File: src/rtl/clock_divider_mc_if.sv
// Control/output bundle for clock_divider_mc: per-channel load/stop/mode
// strobes in, tick and mode-dependent outputs back.
interface clock_divider_mc_if #(
  parameter int p_CHANNELS = 4,
  parameter int p_WIDTH    = 32
);
  logic                  i_sync;
  logic [p_CHANNELS-1:0] i_load;
  logic [p_WIDTH-1:0]    i_div;
  logic [p_CHANNELS-1:0] i_stop;
  logic [p_CHANNELS-1:0] i_mode;
  logic [p_CHANNELS-1:0] o_tick;
  logic [p_CHANNELS-1:0] o_out;

  modport master (output i_sync, i_load, i_div, i_stop, i_mode,
                  input  o_tick, o_out);
  modport slave  (input  i_sync, i_load, i_div, i_stop, i_mode,
                  output o_tick, o_out);
endinterface

File: src/rtl/clock_divider_mc.sv
// Multi-channel programmable divider / tick generator with per-channel stop and load.
// Define CLOCK_DIV_SQUARE_EN to add the 50% square output selected by i_mode.
module clock_divider_mc_ch #(
  parameter int          p_WIDTH       = 32,
  parameter int unsigned p_DEFAULT_DIV = 50000000
) (
  input  logic               i_clk,
  input  logic               i_rst,
  input  logic               i_sync,
  input  logic               i_load,
  input  logic [p_WIDTH-1:0] i_div,
  input  logic               i_stop,
  input  logic               i_mode,
  output logic               o_tick,
  output logic               o_out
);
  localparam logic [p_WIDTH-1:0] DEF_DIV = p_WIDTH'(p_DEFAULT_DIV);

  typedef enum logic [1:0] {RUN = 2'b00, STOP = 2'b01, WRAP = 2'b10} state_t;

  state_t             state;
  logic [p_WIDTH-1:0] div_reg;
  logic [p_WIDTH-1:0] cnt;
  logic [p_WIDTH-1:0] term;
  logic               at_term;

  // A divisor of 0 behaves as 1, so the terminal count is 0 in both cases.
  assign term    = (div_reg == '0) ? '0 : div_reg - 1'b1;
  assign at_term = (cnt == term);

  // Leaving STOP evaluates the terminal count on the same edge, so a stop
  // that lands on D-1 only stretches the period and never drops the tick.
  always_ff @(posedge i_clk) begin
    if (i_rst) begin
      state   <= RUN;
      div_reg <= DEF_DIV;
      cnt     <= '0;
    end else if (i_sync) begin
      state <= i_stop ? STOP : RUN;
      cnt   <= '0;
    end else if (i_load) begin
      div_reg <= i_div;
      cnt     <= '0;
      state   <= i_stop ? STOP : RUN;
    end else if (i_stop) begin
      state <= STOP;
    end else if (at_term) begin
      state <= WRAP;
      cnt   <= '0;
    end else begin
      state <= RUN;
      cnt   <= cnt + 1'b1;
    end
  end

  // The WRAP state lasts exactly one cycle per period and is the tick.
  assign o_tick = (state == WRAP);

`ifdef CLOCK_DIV_SQUARE_EN
  logic sq;
  logic mode_q;

  always_ff @(posedge i_clk) begin
    if (i_rst) begin
      sq     <= 1'b0;
      mode_q <= 1'b0;
    end else begin
      mode_q <= i_mode;
      if (i_sync)
        sq <= 1'b0;
      else if (!i_load && !i_stop && at_term)
        sq <= ~sq;
    end
  end

  assign o_out = mode_q ? sq : o_tick;
`else
  logic unused_mode;
  assign unused_mode = i_mode;
  assign o_out       = o_tick;
`endif
endmodule

module clock_divider_mc #(
  parameter int          p_CHANNELS    = 4,
  parameter int          p_WIDTH       = 32,
  parameter int unsigned p_DEFAULT_DIV = 50000000
) (
  input  logic              i_clk,
  input  logic              i_rst,
  clock_divider_mc_if.slave bus
);
  logic [p_CHANNELS-1:0] tick;
  logic [p_CHANNELS-1:0] out;

  for (genvar c = 0; c < p_CHANNELS; c++) begin : g_ch
    clock_divider_mc_ch #(
      .p_WIDTH       (p_WIDTH),
      .p_DEFAULT_DIV (p_DEFAULT_DIV)
    ) u_ch (
      .i_clk  (i_clk),
      .i_rst  (i_rst),
      .i_sync (bus.i_sync),
      .i_load (bus.i_load[c]),
      .i_div  (bus.i_div),
      .i_stop (bus.i_stop[c]),
      .i_mode (bus.i_mode[c]),
      .o_tick (tick[c]),
      .o_out  (out[c])
    );
  end

  assign bus.o_tick = tick;
  assign bus.o_out  = out;
endmodule

File: src/flat_wrapper.sv
// flat-port wrapper written by rule: the top's interface ports become plain ports
module clock_divider_mc_flat 
#(
  parameter int          p_CHANNELS    = 4,
  parameter int          p_WIDTH       = 32,
  parameter int unsigned p_DEFAULT_DIV = 50000000
)
  (i_clk, i_rst, bus_i_sync, bus_i_load, bus_i_div, bus_i_stop, bus_i_mode, bus_o_tick, bus_o_out);
  clock_divider_mc_if #(.p_CHANNELS(p_CHANNELS), .p_WIDTH(p_WIDTH)) bus_i ();
  input  logic i_clk;
  input  logic i_rst;
  input wire logic [$bits(bus_i.i_sync)-1:0] bus_i_sync;
  input wire logic [$bits(bus_i.i_load)-1:0] bus_i_load;
  input wire logic [$bits(bus_i.i_div)-1:0] bus_i_div;
  input wire logic [$bits(bus_i.i_stop)-1:0] bus_i_stop;
  input wire logic [$bits(bus_i.i_mode)-1:0] bus_i_mode;
  output wire logic [$bits(bus_i.o_tick)-1:0] bus_o_tick;
  output wire logic [$bits(bus_i.o_out)-1:0] bus_o_out;
  assign bus_i.i_sync = bus_i_sync;
  assign bus_i.i_load = bus_i_load;
  assign bus_i.i_div = bus_i_div;
  assign bus_i.i_stop = bus_i_stop;
  assign bus_i.i_mode = bus_i_mode;
  assign bus_o_tick = bus_i.o_tick;
  assign bus_o_out = bus_i.o_out;
  clock_divider_mc #(.p_CHANNELS(p_CHANNELS), .p_WIDTH(p_WIDTH), .p_DEFAULT_DIV(p_DEFAULT_DIV)) u_core (.i_clk(i_clk), .i_rst(i_rst), .bus(bus_i));
endmodule
File: config.mk
export PLATFORM = sky130hd
export DESIGN_NAME = clock_divider_mc_flat
export DESIGN_NICKNAME = d
export VERILOG_FILES = /design/src/rtl/clock_divider_mc_if.sv /design/src/rtl/clock_divider_mc.sv /design/src/flat_wrapper.sv
export SDC_FILE = /design/constraint.sdc
export NUM_CORES = 1
export LEC_CHECK = 0
export BUFFER_PORTS_ARGS = -buffer_cell sky130_fd_sc_hd__buf_2
export CORE_MARGIN = 4
export CORE_UTILIZATION = 45
export CTS_BUF_LIST = sky130_fd_sc_hd__clkbuf_8
export CTS_CLUSTER_SIZE = 20
export DETAILED_ROUTE_END_ITERATION = 16
export SLEW_MARGIN = 20
export SYNTH_ARGS = -nofsm -noshare
export SYNTH_HDL_FRONTEND = slang
export SYNTH_SLANG_ARGS = --single-unit
File: constraint.sdc
create_clock -name i_clk -period 7.2 [get_ports i_clk]
set_clock_uncertainty 0.15 [all_clocks]
set_input_delay 0.36 -clock i_clk [delete_from_list [all_inputs] [get_ports i_clk]]
set_output_delay 0.36 -clock i_clk [all_outputs]
set_load 0.05 [all_outputs]
==> summary.md <==
| Metric | Value |
|---|---|
| Max-Cap Viols | 0 |
| Largest net degree at the start of global routing | 70 |
| Sw Share | 0.278 |
| Area contributors post-synth | dfxtp_1 31%, nand2_1 8.0%, xnor2_1 6.5% |
| Ant diodes | 0 |
| Filler cells | 3667 |
| Leakage power total | 6.41 nW |
| Router iterations before antenna repair | 5 |
| Number of synthesized register bits | 264 |
| Gr ovfl total | 0 |
| Final hold vios | 0 |
| Layout Area Growth over Synthesis | 10.1% |
| Clk pin slew, worst setup/hold paths | 0.06 ns |
| CP max-delay cell | or4b_1 |
| Slew @ Worst Pin | 1.01 ns |
| Most numerous cell in the Yosys netlist | nand2_1 |
| Cell internal pwr | 2.48 mW |
| Clock Latency Late Sink | 0.62 ns |
| Top_reg_cell synth | dfxtp_1 |
| Min Tclk post-route | 4.92 ns |
| Clk buf depth | 3 |
| Delay of the slowest critical-path stage | 0.60 ns |
| Multi-input gate area | 11000 um2 |
| PD cells | 183 nW/um2 |
| Worst rel slew slack | 0.324 |
| DRC violations left | 0 |
| Final Cycle Share | 0.683 |
| Buffers added on ports | 50 |
| Worst Setup End Kind | flop |
| CP Class | reg2reg |
| Clk Tree Root Cell | clkbuf_8 |
| Leading area contributor after synthesis | dfxtp_1 |
| Detail Placement HPWL | 37000 um |
| Pre-CTS worst setup slack | 2.34 ns |
| First-pass GRT wire length | 81600 um |
| Setup ws final | 2.28 ns |
| Post-CTS sizing | 0 |
| Area share of the largest cell type after synthesis | 0.310 |
| Combinational Power Share | 0.125 |
| CP required | 7.53 ns |
| Seq. cell area | 5290 um2 |
| Number of global-route vias before repair | 15.1k |
| Core Region | 37600 um2 |
| Outcome | complete, no violations |
| Antenna viol nets, final | 0 |
| Layout cells sized above 1 | 0.0800 |
| Clock power share | 0.417 |
| Final Max Slew Viols | 0 |
| Ys async rst share | 0 |
| DR iter-0 viols | 1217 |
| Total of warnings raised by yosys | 0 |
| Synth Cell Area | 17100 um2 |
| Mapped Cells | 2257 |
| Clock sink count | 264 |
| CTS tree | done |
| Die Height | 203 um |
| Initial core utilization | 0.454 |
| Chip width | 203 um |
| Most instantiated cells after synthesis | 362 x nand2_1, 264 x dfxtp_1, 174 x nor3_1 |
| Die area | 41100 um2 |
| Final nets | 2302 |
| Final wirelength | 51000 um |
| Seq/Total Area, Yosys | 0.310 |
| Initial antenna violation count | 0 |
| CP Launch Type | flop |
| All-Layer GR Usage | 0.240 |
| Worst EP arrival | 5.24 ns |
| Mean Syn Cell Area | 7.56 um2 |
| Sequential Power Share | 0.459 |
| Vias per cell | 5.85 |
| Num rows | 71 |
| Setup_tns | 0 ns |
| NetSw | 956 uW |
| CTS Buf Count | 47 |
| Placer Congestion | 0.928 |
| Setup Viol. Count Final | 0 |
| Vias after detailed routing | 16.3k |
| RSZ-0062 raised after global routing | no |
| Htree depth | 2 |
| Syn nets | 2312 |
| Worst min path class | in2reg |
| Crit-path max FO | 32 |
| EDFF count, synth | 0 |
| # IOs | 55 |
| CP Cell Sequence | inv_1, ha_1, or4b_1, nor3_2, nand3_1, a211oi_1, o211ai_1, or4_1, or4_4, nor3b_4, buf_4, nor3_1 |
| WL/cell | 18.3 um |
| Fmax | 203 MHz |
| Netlist cell types | 85 |
| Peak VDD IR | 0.000128 V |
-- worst paths after layout --
kind / startpoint / end / slack, ns / cells past startpoint
min reg2reg: u_core.g_ch[1].u_ch.div_reg[29]$_SDFFE_PP0P_ / u_core.g_ch[1].u_ch.div_reg[29]$_SDFFE_PP0P_ / 0.33 / 2
min: bus_i_load[0] / u_core.g_ch[0].u_ch.cnt[1]$_SDFFE_PP0N_ / 0.08 / 4
max reg2reg: u_core.g_ch[3].u_ch.div_reg[0]$_SDFFE_PP0P_ / u_core.g_ch[3].u_ch.cnt[27]$_SDFFE_PP0N_ / 2.28 / 12
max: u_core.g_ch[3].u_ch.div_reg[0]$_SDFFE_PP0P_ / u_core.g_ch[3].u_ch.cnt[27]$_SDFFE_PP0N_ / 2.28 / 12
-- cell type report --
| class | instances | share of cell area |
|---|---|---|
| inverter | 35 | 0.00699 |
| timing repair buffer | 106 | 0.0414 |
| sequential | 264 | 0.281 |
| clock buffer | 59 | 0.0432 |
| multi-input combinational | 1793 | 0.586 |
| clock inverter | 18 | 0.00666 |
| tap | 511 | 0.0340 |
-- power groups by stage --
| stage | Sequential, mW | Clock, mW | Combinational (mW) |
|---|---|---|---|
| after detailed placement | 1.60 | 0 | 0.404 |
| after global placement | 1.60 | 0 | 0.396 |
| after CTS | 1.57 | 1.47 | 0.422 |
| after floorplan | 1.57 | 0 | 0.316 |
| after global routing | 1.58 | 1.53 | 0.470 |
| final | 1.57 | 1.43 | 0.428 |
-- placed cells by master (no fill, tap or decap), types with 14 or more instances in the layout --
master | Yosys | final
or4_1 | 41 | 41
clkbuf_8 | 0 | 59
xor2_1 | 110 | 110
nand3_1 | 74 | 74
buf_4 | 14 | 17
nand2_1 | 362 | 362
o31ai_1 | 20 | 20
nor3_1 | 174 | 174
inv_1 | 35 | 47
and3_1 | 24 | 24
or2_2 | 14 | 14
nand4_1 | 52 | 52
dlygate4sd3_1 | 0 | 39
xnor2_1 | 126 | 126
nand3b_1 | 51 | 51
o21ai_0 | 43 | 43
nor2b_1 | 33 | 29
dfxtp_1 | 264 | 264
a21oi_1 | 112 | 112
buf_2 | 10 | 49
nor2_1 | 158 | 158
nor4_1 | 58 | 56
or3_1 | 48 | 48
-- repair_timing --
action,in CTS,in global routing
buffers inserted,0,0
hold buffers,39,0
setup endpoints to repair,0,0
endpoints found under the hold margin,142,0
-- worst max-delay path, delay by kind of cell, from the launching register on --
family | cells | cell delay [ns]
compound gates | 2 | 0.47
buf+inv | 2 | 0.48
simple gates | 7 | 2.98
fa+ha+maj | 1 | 0.29
flops | 1 | 0.40
-- routing by layer --
metal | up-vias | part of all wire | wire length (um) | track usage
li1 | 8056 | - | - | -
met2 | 427 | 0.45 | 22700 | 0.378
met5 | - | 0 | 0 | 0
met4 | 0 | 0.028 | 1420 | 0.0749
met3 | 94 | 0.050 | 2550 | 0.0379
met1 | 7721 | 0.48 | 24300 | 0.340
-- kinds of logic (layout without fill, tap and decap cells) --
logic type	count (synthesis)	count (layout)	share of synthesized area
AND/OR/NAND/NOR	1194	1194	0.363
AO/OA/AOI/OAI	333	333	0.132
flip-flops	264	264	0.310
XOR/XNOR	246	246	0.135
buffers and inverters	200	218	0.0479
multiplexers	12	12	0.00718
adder cells (fa/ha/maj)	8	8	0.00586
-- per-stage QoR --
stage / util / hold slack, ns / power, mW / area (um2) / std cells
after floorplan: - / 0.306 / 1.88 / 17100 / 2257
after detailed placement: 0.464 / 0.329 / 2.01 / 17400 / 2670
after global routing: 0.500 / 0.0906 / 3.59 / 18800 / 2786
final: 0.500 / 0.0764 / 3.43 / 18800 / 2786
after CTS: 0.500 / 0.0320 / 3.47 / 18800 / 2786
after global placement: 0.464 / 0.330 / 2.00 / 17400 / 2669
Note: power is estimated with default switching activity, not from simulation.
